`src/rtl/ps2_pkg.sv`:
```
// Shared definitions for the PS/2 keyboard front end.
//   - Scan-code constants used by the decoder.
//   - Frame receiver state encoding.
//   - Default inactivity timeout (1 ms at 50 MHz).
//   - Odd-parity helper used by the receiver.
package ps2_pkg;

  localparam logic [7:0] PS2_BREAK = 8'hF0;
  localparam logic [7:0] PS2_EXT   = 8'hE0;
  localparam logic [7:0] PS2_NONE  = 8'h00;

  localparam int unsigned PS2_TIMEOUT_DEFAULT = 50000;

  typedef enum logic [1:0] {
    RX_IDLE   = 2'd0,
    RX_DATA   = 2'd1,
    RX_PARITY = 2'd2,
    RX_STOP   = 2'd3
  } rx_state_e;

  // A PS/2 frame is good when data byte plus parity bit hold an odd number of ones.
  function automatic logic odd_parity_ok(input logic [7:0] data, input logic par);
    return ^{data, par};
  endfunction

endpackage

```
`src/rtl/ps2_frame_rx.sv`:
```
// PS/2 device-to-host frame receiver.
// Synchronises the raw PS/2 lines, detects falling edges of the PS/2 clock,
// shifts in start/8 data (LSB first)/parity/stop, and checks odd parity and
// the stop bit. A partial frame that stalls for TIMEOUT_CYCLES is aborted.
// Ports:
//   clk_i        system clock
//   rst_i        synchronous reset, active-high
//   ps2_clk_i    raw PS/2 clock (asynchronous)
//   ps2_data_i   raw PS/2 data (asynchronous)
//   rx_byte_o    last received data byte, valid while rx_strobe_o is high
//   rx_strobe_o  one-cycle pulse: good frame received
//   rx_err_o     one-cycle pulse: parity error, bad stop bit or timeout
module ps2_frame_rx
  import ps2_pkg::*;
#(
  parameter int unsigned TIMEOUT_CYCLES = PS2_TIMEOUT_DEFAULT,
  parameter int unsigned SYNC_STAGES    = 2
) (
  input  logic       clk_i,
  input  logic       rst_i,
  input  logic       ps2_clk_i,
  input  logic       ps2_data_i,
  output logic [7:0] rx_byte_o,
  output logic       rx_strobe_o,
  output logic       rx_err_o
);

  localparam int unsigned TW = (TIMEOUT_CYCLES > 2) ? $clog2(TIMEOUT_CYCLES) : 1;
  localparam logic [TW-1:0] TMO_MAX = TW'(TIMEOUT_CYCLES - 1);

  logic [SYNC_STAGES-1:0] clk_sync_q;
  logic [SYNC_STAGES-1:0] data_sync_q;
  logic                   prev_clk_q;

  rx_state_e   state_q, state_d;
  logic [2:0]  bit_cnt_q, bit_cnt_d;
  logic [7:0]  shreg_q, shreg_d;
  logic        par_err_q, par_err_d;
  logic [TW-1:0] tmo_q, tmo_d;
  logic        strobe_q, strobe_d;
  logic        err_q, err_d;

  logic cur_clk;
  logic data_s;
  logic fall;

  assign cur_clk = clk_sync_q[SYNC_STAGES-1];
  assign data_s  = data_sync_q[SYNC_STAGES-1];
  assign fall    = prev_clk_q & ~cur_clk;

  // Synchroniser and edge-detect history. Lines idle high, so reset to 1
  // to avoid a phantom falling edge right after reset.
  always_ff @(posedge clk_i) begin
    if (rst_i) begin
      clk_sync_q  <= '1;
      data_sync_q <= '1;
      prev_clk_q  <= 1'b1;
    end else begin
      clk_sync_q  <= {clk_sync_q[SYNC_STAGES-2:0], ps2_clk_i};
      data_sync_q <= {data_sync_q[SYNC_STAGES-2:0], ps2_data_i};
      prev_clk_q  <= cur_clk;
    end
  end

  always_ff @(posedge clk_i) begin
    if (rst_i) begin
      state_q   <= RX_IDLE;
      bit_cnt_q <= '0;
      par_err_q <= 1'b0;
      tmo_q     <= '0;
      strobe_q  <= 1'b0;
      err_q     <= 1'b0;
    end else begin
      state_q   <= state_d;
      bit_cnt_q <= bit_cnt_d;
      par_err_q <= par_err_d;
      tmo_q     <= tmo_d;
      strobe_q  <= strobe_d;
      err_q     <= err_d;
    end
  end

  // Data shift register carries no control meaning, so it is left unreset.
  always_ff @(posedge clk_i) begin
    shreg_q <= shreg_d;
  end

  always_comb begin
    state_d   = state_q;
    bit_cnt_d = bit_cnt_q;
    shreg_d   = shreg_q;
    par_err_d = par_err_q;
    strobe_d  = 1'b0;
    err_d     = 1'b0;

    // Inactivity counter: cleared by every fall, saturates at TMO_MAX.
    if (fall) begin
      tmo_d = '0;
    end else if (tmo_q != TMO_MAX) begin
      tmo_d = tmo_q + 1'b1;
    end else begin
      tmo_d = tmo_q;
    end

    if ((state_q != RX_IDLE) && !fall && (tmo_q == TMO_MAX)) begin
      state_d = RX_IDLE;
      err_d   = 1'b1;
    end else if (fall) begin
      unique case (state_q)
        RX_IDLE: begin
          // A high bit here is not a start bit; it is silently ignored.
          if (!data_s) begin
            state_d   = RX_DATA;
            bit_cnt_d = 3'd0;
            par_err_d = 1'b0;
          end
        end
        RX_DATA: begin
          shreg_d   = {data_s, shreg_q[7:1]};
          bit_cnt_d = bit_cnt_q + 3'd1;
          if (bit_cnt_q == 3'd7) begin
            state_d = RX_PARITY;
          end
        end
        RX_PARITY: begin
          par_err_d = ~odd_parity_ok(shreg_q, data_s);
          state_d   = RX_STOP;
        end
        RX_STOP: begin
          state_d = RX_IDLE;
          if (data_s && !par_err_q) begin
            strobe_d = 1'b1;
          end else begin
            err_d = 1'b1;
          end
        end
        default: state_d = RX_IDLE;
      endcase
    end
  end

  assign rx_byte_o   = shreg_q;
  assign rx_strobe_o = strobe_q;
  assign rx_err_o    = err_q;

endmodule

```
`src/rtl/ps2_key_input.sv`:
```
// PS/2 keyboard front end producing the user_input byte for the column logic.
// Decodes make / break (F0) / extended (E0) prefixes from received frames,
// holds the current make code and pulses key_valid once per new keypress.
// A consumer acknowledge clears the held code while remembering it, so
// typematic repeats of that key stay suppressed until its break arrives.
// Ports:
//   clock         system clock (50 MHz)
//   reset_signal  synchronous reset, active-high
//   ps2_clk       raw PS/2 clock (asynchronous)
//   ps2_data      raw PS/2 data (asynchronous)
//   key_ack       consumer took user_input; clear it
//   user_input    current make code, 8'h00 = no key
//   key_valid     one-cycle pulse: new make code loaded into user_input
//   key_held      high while the last make is neither released nor acked
//   frame_error   one-cycle pulse: parity error, bad stop bit or timeout
module ps2_key_input
  import ps2_pkg::*;
#(
  parameter int unsigned TIMEOUT_CYCLES = PS2_TIMEOUT_DEFAULT,
  parameter int unsigned SYNC_STAGES    = 2
) (
  input  logic       clock,
  input  logic       reset_signal,
  input  logic       ps2_clk,
  input  logic       ps2_data,
  input  logic       key_ack,
  output logic [7:0] user_input,
  output logic       key_valid,
  output logic       key_held,
  output logic       frame_error
);

  logic [7:0] rx_byte;
  logic       rx_strobe;
  logic       rx_err;

  ps2_frame_rx #(
    .TIMEOUT_CYCLES (TIMEOUT_CYCLES),
    .SYNC_STAGES    (SYNC_STAGES)
  ) u_rx (
    .clk_i       (clock),
    .rst_i       (reset_signal),
    .ps2_clk_i   (ps2_clk),
    .ps2_data_i  (ps2_data),
    .rx_byte_o   (rx_byte),
    .rx_strobe_o (rx_strobe),
    .rx_err_o    (rx_err)
  );

  logic [7:0] byte_q;
  logic       strb_q;
  logic       break_q, break_d;
  logic       ext_q, ext_d;
  logic [7:0] last_make_q, last_make_d;
  logic [7:0] user_q, user_d;
  logic       held_q, held_d;
  logic       valid_q, valid_d;
  logic       ferr_q;

  // Capture stage: decode acts on the byte one cycle after the receiver strobe.
  always_ff @(posedge clock) begin
    if (reset_signal) begin
      strb_q <= 1'b0;
    end else begin
      strb_q <= rx_strobe;
    end
  end

  always_ff @(posedge clock) begin
    byte_q <= rx_byte;
  end

  // Output stage
  always_ff @(posedge clock) begin
    if (reset_signal) begin
      break_q     <= 1'b0;
      ext_q       <= 1'b0;
      last_make_q <= PS2_NONE;
      user_q      <= PS2_NONE;
      held_q      <= 1'b0;
      valid_q     <= 1'b0;
      ferr_q      <= 1'b0;
    end else begin
      break_q     <= break_d;
      ext_q       <= ext_d;
      last_make_q <= last_make_d;
      user_q      <= user_d;
      held_q      <= held_d;
      valid_q     <= valid_d;
      ferr_q      <= rx_err;
    end
  end

  always_comb begin
    break_d     = break_q;
    ext_d       = ext_q;
    last_make_d = last_make_q;
    user_d      = user_q;
    held_d      = held_q;
    valid_d     = 1'b0;

    // Ack is applied first so that a make decoded in the same cycle overrides it.
    if (key_ack) begin
      user_d = PS2_NONE;
      held_d = 1'b0;
    end

    if (strb_q) begin
      if (byte_q == PS2_BREAK) begin
        break_d = 1'b1;
      end else if (byte_q == PS2_EXT) begin
        ext_d = 1'b1;
      end else if (ext_q) begin
        // Extended keys are not supported: drop the code and any pending break.
        ext_d   = 1'b0;
        break_d = 1'b0;
      end else if (break_q) begin
        break_d = 1'b0;
        if (byte_q == last_make_q) begin
          last_make_d = PS2_NONE;
          user_d      = PS2_NONE;
          held_d      = 1'b0;
        end
      end else if (byte_q != last_make_q) begin
        last_make_d = byte_q;
        user_d      = byte_q;
        held_d      = 1'b1;
        valid_d     = 1'b1;
      end
    end
  end

  assign user_input  = user_q;
  assign key_valid   = valid_q;
  assign key_held    = held_q;
  assign frame_error = ferr_q;

endmodule
```
`config.mk`:
```
export PLATFORM = sky130hd
export DESIGN_NAME = ps2_key_input
export DESIGN_NICKNAME = d
export VERILOG_FILES = /design/src/rtl/ps2_pkg.sv /design/src/rtl/ps2_frame_rx.sv /design/src/rtl/ps2_key_input.sv
export SDC_FILE = /design/constraint.sdc
export NUM_CORES = 1
export LEC_CHECK = 0
export ABC_AREA = 1
export ABC_CLOCK_PERIOD_IN_PS = 1700
export CAP_MARGIN = 30
export CORE_MARGIN = 5
export CORE_UTILIZATION = 48
export CTS_CLUSTER_SIZE = 24
export DETAILED_ROUTE_END_ITERATION = 12
export DONT_BUFFER_PORTS = 1
export PLACE_DENSITY = 0.65
export SYNTH_ARGS = -nofsm -noshare
export SYNTH_HDL_FRONTEND = slang
export SYNTH_SLANG_ARGS = --single-unit
```
`constraint.sdc`:
```
create_clock -name clock -period 1.7 [get_ports clock]
set_clock_uncertainty 0.15 [all_clocks]
set_input_delay 0.17 -clock clock [delete_from_list [all_inputs] [get_ports clock]]
set_output_delay 0.17 -clock clock [all_outputs]
set_load 0.01 [all_outputs]
```
==> flow_metrics.tcl, run 1 <==
set metrics [dict create \
    cts_sinks 67 \
    numCtsBuffers 9 \
    fill_cells 495 \
    wl_mm 5.500 \
    cpMaxStageDelayCell "dfxtp_4" \
    setup-violations-final 0 \
    synth_area_um2 2784 \
    cts_max_path_buffers 2 \
    viasPerCell 4.843 \
    r2r_end "user_input[5]$_SDFF_PP0_" \
    clk_latency_ps 340 \
    grt-ovfl-total 0 \
    report.final.hold_viol_count 0 \
    hpwl_mm 3.747 \
    ys_ff_latch 67 \
    period_minus_slack_ps 1651 \
    worstHoldPathType "reg2reg" \
    p_leak_uw 0.001387 \
    relSlewSlack_pct 68.30 \
    tritoncts "yes" \
    postRouteAntennaNets 0 \
    dieArea_um2 7423 \
    synth_nets 359 \
    worst-path-buf-inv 0 \
    drive_above_1_share_pct 22.65 \
    yosysMostFrequentCell "nand2_1" \
    multi_input_area_um2 1295 \
    r2r_cells 9 \
    fin_ws_ps 49.26 \
    diodes 0 \
    path_cells "nor2_2, and2_4, nand2_4, nand3_4, nor2_4, nand3_4, nor2_4, nand2_2, o21ai_1" \
    whs_ps 248.6 \
    coreArea_um2 5574 \
    ys_warn_count 0 \
    min_from "u_rx.rx_byte_o[0]$_DFFE_PP_" \
    dr.pass1.iters 4 \
    worstHoldEndpoint "byte_q[0]$_DFF_P_" \
    max_stage_delay_ps 380 \
    required_ps 1810 \
    routedWlPerCell_um 11.83 \
    grt_pass1_wl_mm 9.177 \
    clkTransAtPathRegs_ps 70 \
    ys_top_cells_by_count "88 x nand2_1, 59 x dfxtp_1, 47 x inv_1, 33 x nor2_1, 24 x a21oi_1" \
    path_class "reg2reg" \
    fmax_mhz 605.8 \
    r2r_start "byte_q[1]$_DFF_P_" \
    drt_iter0_drc 97 \
    antenna_found_initial 0 \
    synthDistinctLibCells 28 \
    root_buffer "clkbuf_8" \
    dp_slack_ps -24.15 \
    power.density_nw_per_um2 849.6 \
    max_cap_violations 0 \
    grt_usage_pct 15.66 \
    die_h_um 86.16 \
    hold_depth 0 \
    status "completed" \
    drc 0 \
    synth.top_cell.area_share_pct 42.43 \
    dr_total_vias 2252 \
    grt_max_degree 14 \
    cp.arrival_ps 1760 \
    cts-htree-levels 3 \
    ys.flop_type "dfxtp_1" \
    worst_pin_slew_ps 474.0 \
    numPortBuffers 0 \
    rsz0062_at_grt "yes" \
    gp_congestion 0.7784 \
    syn_avg_cell_area_um2 8.023 \
    fin_crit_sh_pct 97.10 \
    r2r_slack_ps 50 \
    syn_to_final_growth_pct 25.21 \
    yosysSeqAreaShare_pct 51.06 \
    ir_drop_v 0.0005204 \
    worst_setup_path_end_kind "flip-flop" \
    die_width_um 86.16 \
    seq_area_um2 1446 \
    rows 27 \
    netlist_top_cells_area "dfxtp_1 42%, nand2_1 12%, edfxtp_1 8.6%, inv_1 6.3%, nor2_1 4.4%" \
    first_global_vias 2075 \
    synth_cells 347 \
    start_util_pct 49.94 \
    synth_edf_count 8 \
    slew_viol_final 0 \
    startpoint_type "flip-flop" \
    async_reset_ff_share_pct 0 \
    io_pins 16 \
    synth_largest_area_cell "dfxtp_1" \
    final_nets 401 \
    critPathTopFamily "simple AND/OR/NAND/NOR gates" \
    critPathMaxFanout 8 \
]
-- metal layers --
layer	part of all wire (%)	track usage (%)	up-vias	wire, um
li1	-	-	1191	-
met1	50	20.45	1014	2755
met2	45	23.41	36	2454
met3	3.9	6.148	11	215
met4	1.3	5.612	0	74
met5	0	0	-	0
-- placed cells by master, fill, tap and decap left out, types with 2 or more instances in the layout --
master         Yosys  layout
clkbuf_8           0      10
inv_1             47      45
clkinv_2           0       2
clkbuf_1           3       2
dfxtp_4            0       5
o21ai_0           17       8
nor2_2             0       4
buf_4              0      24
nand2_4            0       4
a21oi_1           24      24
a31oi_1            2       2
xnor2_1            9       9
dfxtp_2            0       5
nor2_1            33      27
xor2_1             3       3
dlygate4sd3_1      0      11
nand3_1           11      10
dfxtp_1           59      49
nand2_2            3      12
edfxtp_1           8       8
o21ai_2            0       5
nand3b_1           2       2
nand3_4            1       3
nand4_1            8       8
o21ai_1            4       8
nor3_1             3       3
ha_1               7       6
nor4_1             2       2
nand2_1           88      75
or2_2              5       5
nor2_4             2       4
-- report_power, final --
group,switching (uW),internal [uW]
clock network,556,706
logic,44.9,42.3
registers,10.1,1600
total,611,2350
-- logic make-up after synthesis --
| family | Yosys count | share of synthesized area (%) |
|---|---|---|
| adder cells (fa/ha/maj) | 7 | 3.146 |
| buffers and inverters | 51 | 7.146 |
| flip-flops | 67 | 51.06 |
| multiplexers | 1 | 0.4045 |
| AO/OA/AOI/OAI | 48 | 8.809 |
| XOR/XNOR | 12 | 3.776 |
| AND/OR/NAND/NOR | 161 | 25.66 |
-- stage by stage --
stage	setup TNS (ps)	total power, uW	utilization (%)	std cells	cell area, um2
4_1_cts	0	3006	59.55	462	3319
2_1_floorplan	0	1691	-	347	2784
3_5_place_dp	-43.36	1711	53.58	433	2987
6_report	0	2962	62.54	465	3486
3_3_place_gp	-14.49	1710	53.58	433	2987
5_1_grt	-504.2	3082	62.54	465	3486
-- final cells by class --
type                       instances  area share [%]
sequential                        67           41.49
multi-input combinational        229           37.15
timing repair buffer              35           8.327
inverter                          47           5.133
clock buffer                      12           4.164
tap                               72           2.584
clock inverter                     3           1.149
-- worst max path at each step --
stage	from	slack (ps)	to	depth (start not counted)
finish	byte_q[1]$_DFF_P_	50	user_input[5]$_SDFF_PP0_	9
global placement	u_rx.tmo_q[1]$_SDFFE_PP0P_	-10	u_rx.tmo_q[14]$_SDFFE_PP0P_	10
global route	byte_q[0]$_DFF_P_	-50	last_make_q[0]$_SDFFE_PP0P_	9
detailed placement	u_rx.tmo_q[1]$_SDFFE_PP0P_	-20	u_rx.tmo_q[14]$_SDFFE_PP0P_	10
floorplan	u_rx.state_q[0]$_SDFFE_PP0P_	70	u_rx.state_q[1]$_SDFFE_PP0P_	7
CTS	byte_q[3]$_DFF_P_	0.1	user_input[3]$_SDFF_PP0_	9
-- registers in the layout, summed over array words and instances, names as in the netlist, 2 cells and up --
signal and count:
byte_q 8, last_make_q 8, u_rx.bit_cnt_q 3, u_rx.clk_sync_q 2, u_rx.data_sync_q 2, u_rx.rx_byte_o 8, u_rx.state_q 2, u_rx.tmo_q 16
user_input 8
-- timing repair --
action	in CTS	in global routing
resized for setup	9	54
setup endpoints to repair	13	33
hold buffers	11	0
pin swaps	3	15
hold endpoints to repair	32	0
setup buffers	3	3
Power figures use the tool's default switching activity.
==> inputs of run 2 (changes only) <==
CORE_UTILIZATION = 56   (was 48)
PLACE_DENSITY = 0.74   (was 0.65)
==> flow_metrics.tcl, run 2 (synthesis results as in run 1) <==
set metrics [dict create \
    max_stage_delay_ps 340 \
    root_buffer "clkbuf_8" \
    period_minus_slack_ps 1715 \
    wl_mm 5.577 \
    first_global_vias 2114 \
    relSlewSlack_pct 52.37 \
    rows 25 \
    max_cap_violations 0 \
    drt_iter0_drc 100 \
    violations "setup timing" \
    final_common_cell "nand2_1" \
    cts_max_path_buffers 2 \
    report.final.hold_viol_count 0 \
    placed_cells 425 \
    r2r_end "user_input[4]$_SDFF_PP0_" \
    critPathMaxFanout 13 \
    cp.arrival_ps 1790 \
    final_cell_mix "82 x nand2_1, 47 x dfxtp_1, 45 x inv_1" \
    cts-htree-levels 3 \
    cpMaxStageDelayCell "dfxtp_1" \
    tns_ps -32.60 \
    grt_max_degree 17 \
    worst_pin_slew_ps 714.5 \
    stdcell_area_um2 3406 \
    fmax_mhz 583.0 \
    antenna_found_initial 0 \
    final_util_pct 71.16 \
    worstHoldEndpoint "byte_q[0]$_DFF_P_" \
    clkTransAtPathRegs_ps 80 \
    drc 0 \
    grt_usage_pct 17.83 \
    start_util_pct 58.17 \
    setup-violations-final 3 \
    worstHoldPathType "reg2reg" \
    dieArea_um2 6481 \
    clkPwrFrac_pct 42.9 \
    diodes 0 \
    r2r_cells 8 \
    r2r_slack_ps -20 \
    swShare_pct 22.08 \
    postRouteAntennaNets 0 \
    combPwrFrac_pct 2.7 \
    slew_viol_final 0 \
    syn_to_final_growth_pct 22.34 \
    hpwl_mm 3.486 \
    regMostFlops "u_rx.tmo_q" \
    status "complete, but fails checks" \
    power.density_nw_per_um2 870.2 \
    worst_setup_path_end_kind "flip-flop" \
    routedWlPerCell_um 12.28 \
    path_class "reg2reg" \
    hold_depth 0 \
    p_switching_uw 654.4 \
    clk_latency_ps 350 \
    p_int_uw 2309 \
    die_width_um 80.51 \
    drive_above_1_share_pct 22.74 \
    io_pins 16 \
    crit_path_frequent_cell "nand2_2" \
    min_from "u_rx.rx_byte_o[0]$_DFFE_PP_" \
    seqPwrFrac_pct 54.5 \
    grt-ovfl-total 0 \
    coreArea_um2 4786 \
    path_cells "xnor2_1, nand2_1, nor2_1, nand2_2, nor2_2, nand2_2, nand2_2, o21ai_0" \
    cts_sinks 67 \
    dr.pass1.iters 4 \
    die_h_um 80.51 \
    dr_total_vias 2332 \
    final_nets 394 \
    grt_pass1_wl_mm 8.804 \
    viasPerCell 5.137 \
    fin_crit_sh_pct 100.9 \
    tritoncts "yes" \
    numPortBuffers 0 \
    rsz0062_at_grt "yes" \
    startpoint_type "flip-flop" \
    required_ps 1770 \
    largest_register_ffs 16 \
    p_leak_uw 0.001317 \
    numCtsBuffers 9 \
    gp_congestion 0.8658 \
    place_area_um2 2958 \
    fin_ws_ps -15.28 \
    instances_no_fill 454 \
    ir_drop_v 0.0005615 \
    r2r_start "last_make_q[0]$_SDFFE_PP0P_" \
]
## run 2: cell types whose count changed in the layout (fill, tap and decap cells not counted), sizes merged
cell          previous run  this run
clkinvlp                 0         1
dlygate4sd3             11         3
clkbuf                  12         9
dlymetal6s4s             0         1
clkinv                   2         5
## run 2: metrics by stage
| stage | hold slack, ps | power (uW) | setup WS (ps) |
|---|---|---|---|
| floorplan | 108.7 | 1691 | 66.94 |
| global placement | 92.26 | 1709 | 11.75 |
| detailed placement | 96.69 | 1710 | -35.03 |
| CTS | 250.3 | 2988 | -1.923 |
| global route | 261.4 | 3087 | -137.0 |
| finish | 247.3 | 2964 | -15.28 |
## run 2: worst max path at each step
stage / startpoint / to / slack, ps / depth (start not counted)
finish: last_make_q[0]$_SDFFE_PP0P_ / user_input[4]$_SDFF_PP0_ / -20 / 8
global route: byte_q[7]$_DFF_P_ / last_make_q[3]$_SDFFE_PP0P_ / -140 / 8
CTS: u_rx.tmo_q[0]$_SDFFE_PP0P_ / u_rx.tmo_q[14]$_SDFFE_PP0P_ / -2 / 10
detailed placement: u_rx.tmo_q[0]$_SDFFE_PP0P_ / u_rx.tmo_q[14]$_SDFFE_PP0P_ / -40 / 10
global placement: u_rx.tmo_q[0]$_SDFFE_PP0P_ / u_rx.tmo_q[14]$_SDFFE_PP0P_ / 10 / 10
floorplan: u_rx.state_q[0]$_SDFFE_PP0P_ / u_rx.state_q[1]$_SDFFE_PP0P_ / 70 / 7
## run 2: repair_timing
| action | 4_1_cts | 5_1_grt |
|---|---|---|
| setup endpoints to repair | 5 | 35 |
| endpoints found under the hold margin | 29 | 0 |
| setup buffers | 3 | 6 |
| hold buffers | 4 | 0 |
| resized for setup | 8 | 42 |
| pin swaps | 3 | 17 |
## run 2: area by class of cell
type	count	area (um2)
clock buffer	9	123.9
clock inverter	7	68.82
fill	374	1380
inverter	47	176.4
multi-input combinational	229	1276
sequential	67	1446
tap	67	83.83
timing repair buffer	28	230.2
## run 2: critical path, delay by kind of cell, from the launching register on
kind,cells,cell delay (ps)
and+or+nand+nor,6,780
AOI/OAI and AO/OA,1,130
DFF,1,340
xor gates and xnor gates,1,180
## run 2: power by group through the flow
stage	clock network [uW]	registers, uW	logic, uW
floorplan	0	1650	40.5
global placement	0	1650	58.7
global route	1380	1620	88.6
CTS	1300	1610	73.8
finish	1270	1610	78.7
detailed placement	0	1650	59.1
## run 2: routing by layer
metal / wire length (um) / GRT usage, % / up-vias
met5: 0 / 0 / -
met4: 129 / 6.081 / 0
met3: 306 / 7.848 / 14
met2: 2757 / 28.81 / 64
met1: 2384 / 21.01 / 1070
li1: - / - / 1184
==> variant, RTL diff (config.mk and constraints of run 2) <==
Encoding of `rx_state_e`: now one-hot (4 bits for 4 states).
--- a/src/rtl/ps2_pkg.sv
+++ b/src/rtl/ps2_pkg.sv
@@ -13,7 +13,7 @@
 
-  typedef enum logic [1:0] {
-    RX_IDLE   = 2'd0,
-    RX_DATA   = 2'd1,
-    RX_PARITY = 2'd2,
-    RX_STOP   = 2'd3
+  typedef enum logic [3:0] {
+    RX_IDLE   = 4'b0001,
+    RX_DATA   = 4'b0010,
+    RX_PARITY = 4'b0100,
+    RX_STOP   = 4'b1000
   } rx_state_e;
Formal check against the unedited RTL: same outputs for any inputs over 10 cycles, from zero or initial values and one cycle with reset_signal high; not proved beyond that.
==> variant against run 2 <==
Worst setup slack better by 0.038 ns. Design area grew 9.9%. Critical path type unchanged. Synthesized area rose by 14%. Wire length rose by 26%. Hold slack worse by 0.056 ns. Total power up 6.7%. Sequential cell count is 2 higher. Synthesized cell count is 16% higher. Sequential power is 3% higher. Global-route usage up 1.2 points. Non-clock buffer count is 3 lower.
==> variant: results (changes against run 2) <==
stage;metric;value;unit;change
layout;Final clock-cell share;0.05617;;-0.0004077
logic_synthesis;cell types with the largest area share after synthesis;dfxtp_1, nand2_1, edfxtp_1, inv_1, a21oi_1;;
detailed_routing;routed wl met3;380;µm;+24%
pwr;Static Leakage;1.435;nW;+8.9%
layout;Non-clock buffers;25;;-11%
layout;fraction of area in registers;0.3932;;-0.03151
detailed_routing;vias after detailed routing;2733;;+17%
clock_network;count of hold buffers inserted by post-cts repair;5;;+1
layout;multi-input combinational cell count;267;;+17%
run_status;result of the run;finished clean;;
logic_synthesis;sequential fraction of the synthesis area;0.4600;;-0.05054
pwr;peak ir drop on the vdd network;0.0005702;V;+1.6%
clock_network;number of setup buffers added after CTS;0;;-3
global_routing;maximum number of pins on one net before global-route repair;29;;+12
layout;fraction of standard cell area in multi-input logic;0.4032;;+0.02849
placement;DPL Wire Length;4408;µm;+26%
global_routing;vias in the first global route;2537;;+20%
detailed_routing;total wire length after detailed routing;7012;µm;+26%
pwr;Sw Pwr;700.6;µW;+7.1%
timing;Min Hold Slack;0.1916;ns;-0.05564 ns
global_routing;M1 GR Usage;0.2339;;+0.02383
detailed_routing;Avg WL per Cell;13.72;µm;+12%
critical_path;maximum fanout count along the critical path;3;;-10
timing;maximum frequency from static timing analysis;596.1;MHz;+2.2%
logic_synthesis;number of distinct library cells after synthesis;34;;+21%
layout;net count reported at finish;442;;+12%
==> variant: changes by cell type in the layout (fill, tap and decap cells not counted), moves of 5 or more <==
cell,delta
nand3_1,+13
o21ai_0,-11
inv_1,+10
nand4_1,+10
a21oi_1,+9
nand2_1,+8
a21oi_2,+6
dfxtp_1,+6
nand3_2,+6
o21ai_1,-5
==> variant: worst max-delay path, delay by kind of cell (launching register included) <==
family / cells / cell delay [ns]
AND/OR/NAND/NOR: 6 / 0.68
flip-flops: 1 / 0.36
adder cells (fa/ha/maj): 1 / 0.16
AO/OA/AOI/OAI: 1 / 0.14
buffers and inverters: 2 / 0.13
==> variant: cell families after synthesis <==
kind of cell,Yosys count,share of synthesized area
xor gates and xnor gates,11,0.03033
DFF,69,0.4600
AOI/OAI and AO/OA,49,0.09138
adders and majority gates,3,0.01182
and+or+nand+nor,203,0.3174
buffers and inverters,69,0.08901
==> variant: power groups by stage <==
stage,Combinational (mW),Sequential [mW],Clock [mW]
final,0.0938,1.66,1.40
after global routing,0.103,1.67,1.51
after CTS,0.0856,1.66,1.43
after detailed placement,0.0571,1.70,0
after global placement,0.0548,1.70,0
after floorplan,0.0507,1.70,0
==> variant: worst max path at each step <==
| stage | to | cells past startpoint | start |
|---|---|---|---|
| 2_1_floorplan | u_rx.bit_cnt_q[1] | 6 | u_rx.state_q[3] |
| 3_3_place_gp | u_rx.rx_strobe_o | 8 | u_rx.tmo_q[0] |
| 3_5_place_dp | u_rx.rx_strobe_o | 8 | u_rx.tmo_q[0] |
| 4_1_cts | u_rx.tmo_q[14] | 10 | u_rx.tmo_q[0] |
| 5_1_grt | u_rx.tmo_q[14] | 10 | u_rx.tmo_q[1] |
| 6_report | u_rx.tmo_q[14] | 10 | u_rx.tmo_q[1] |
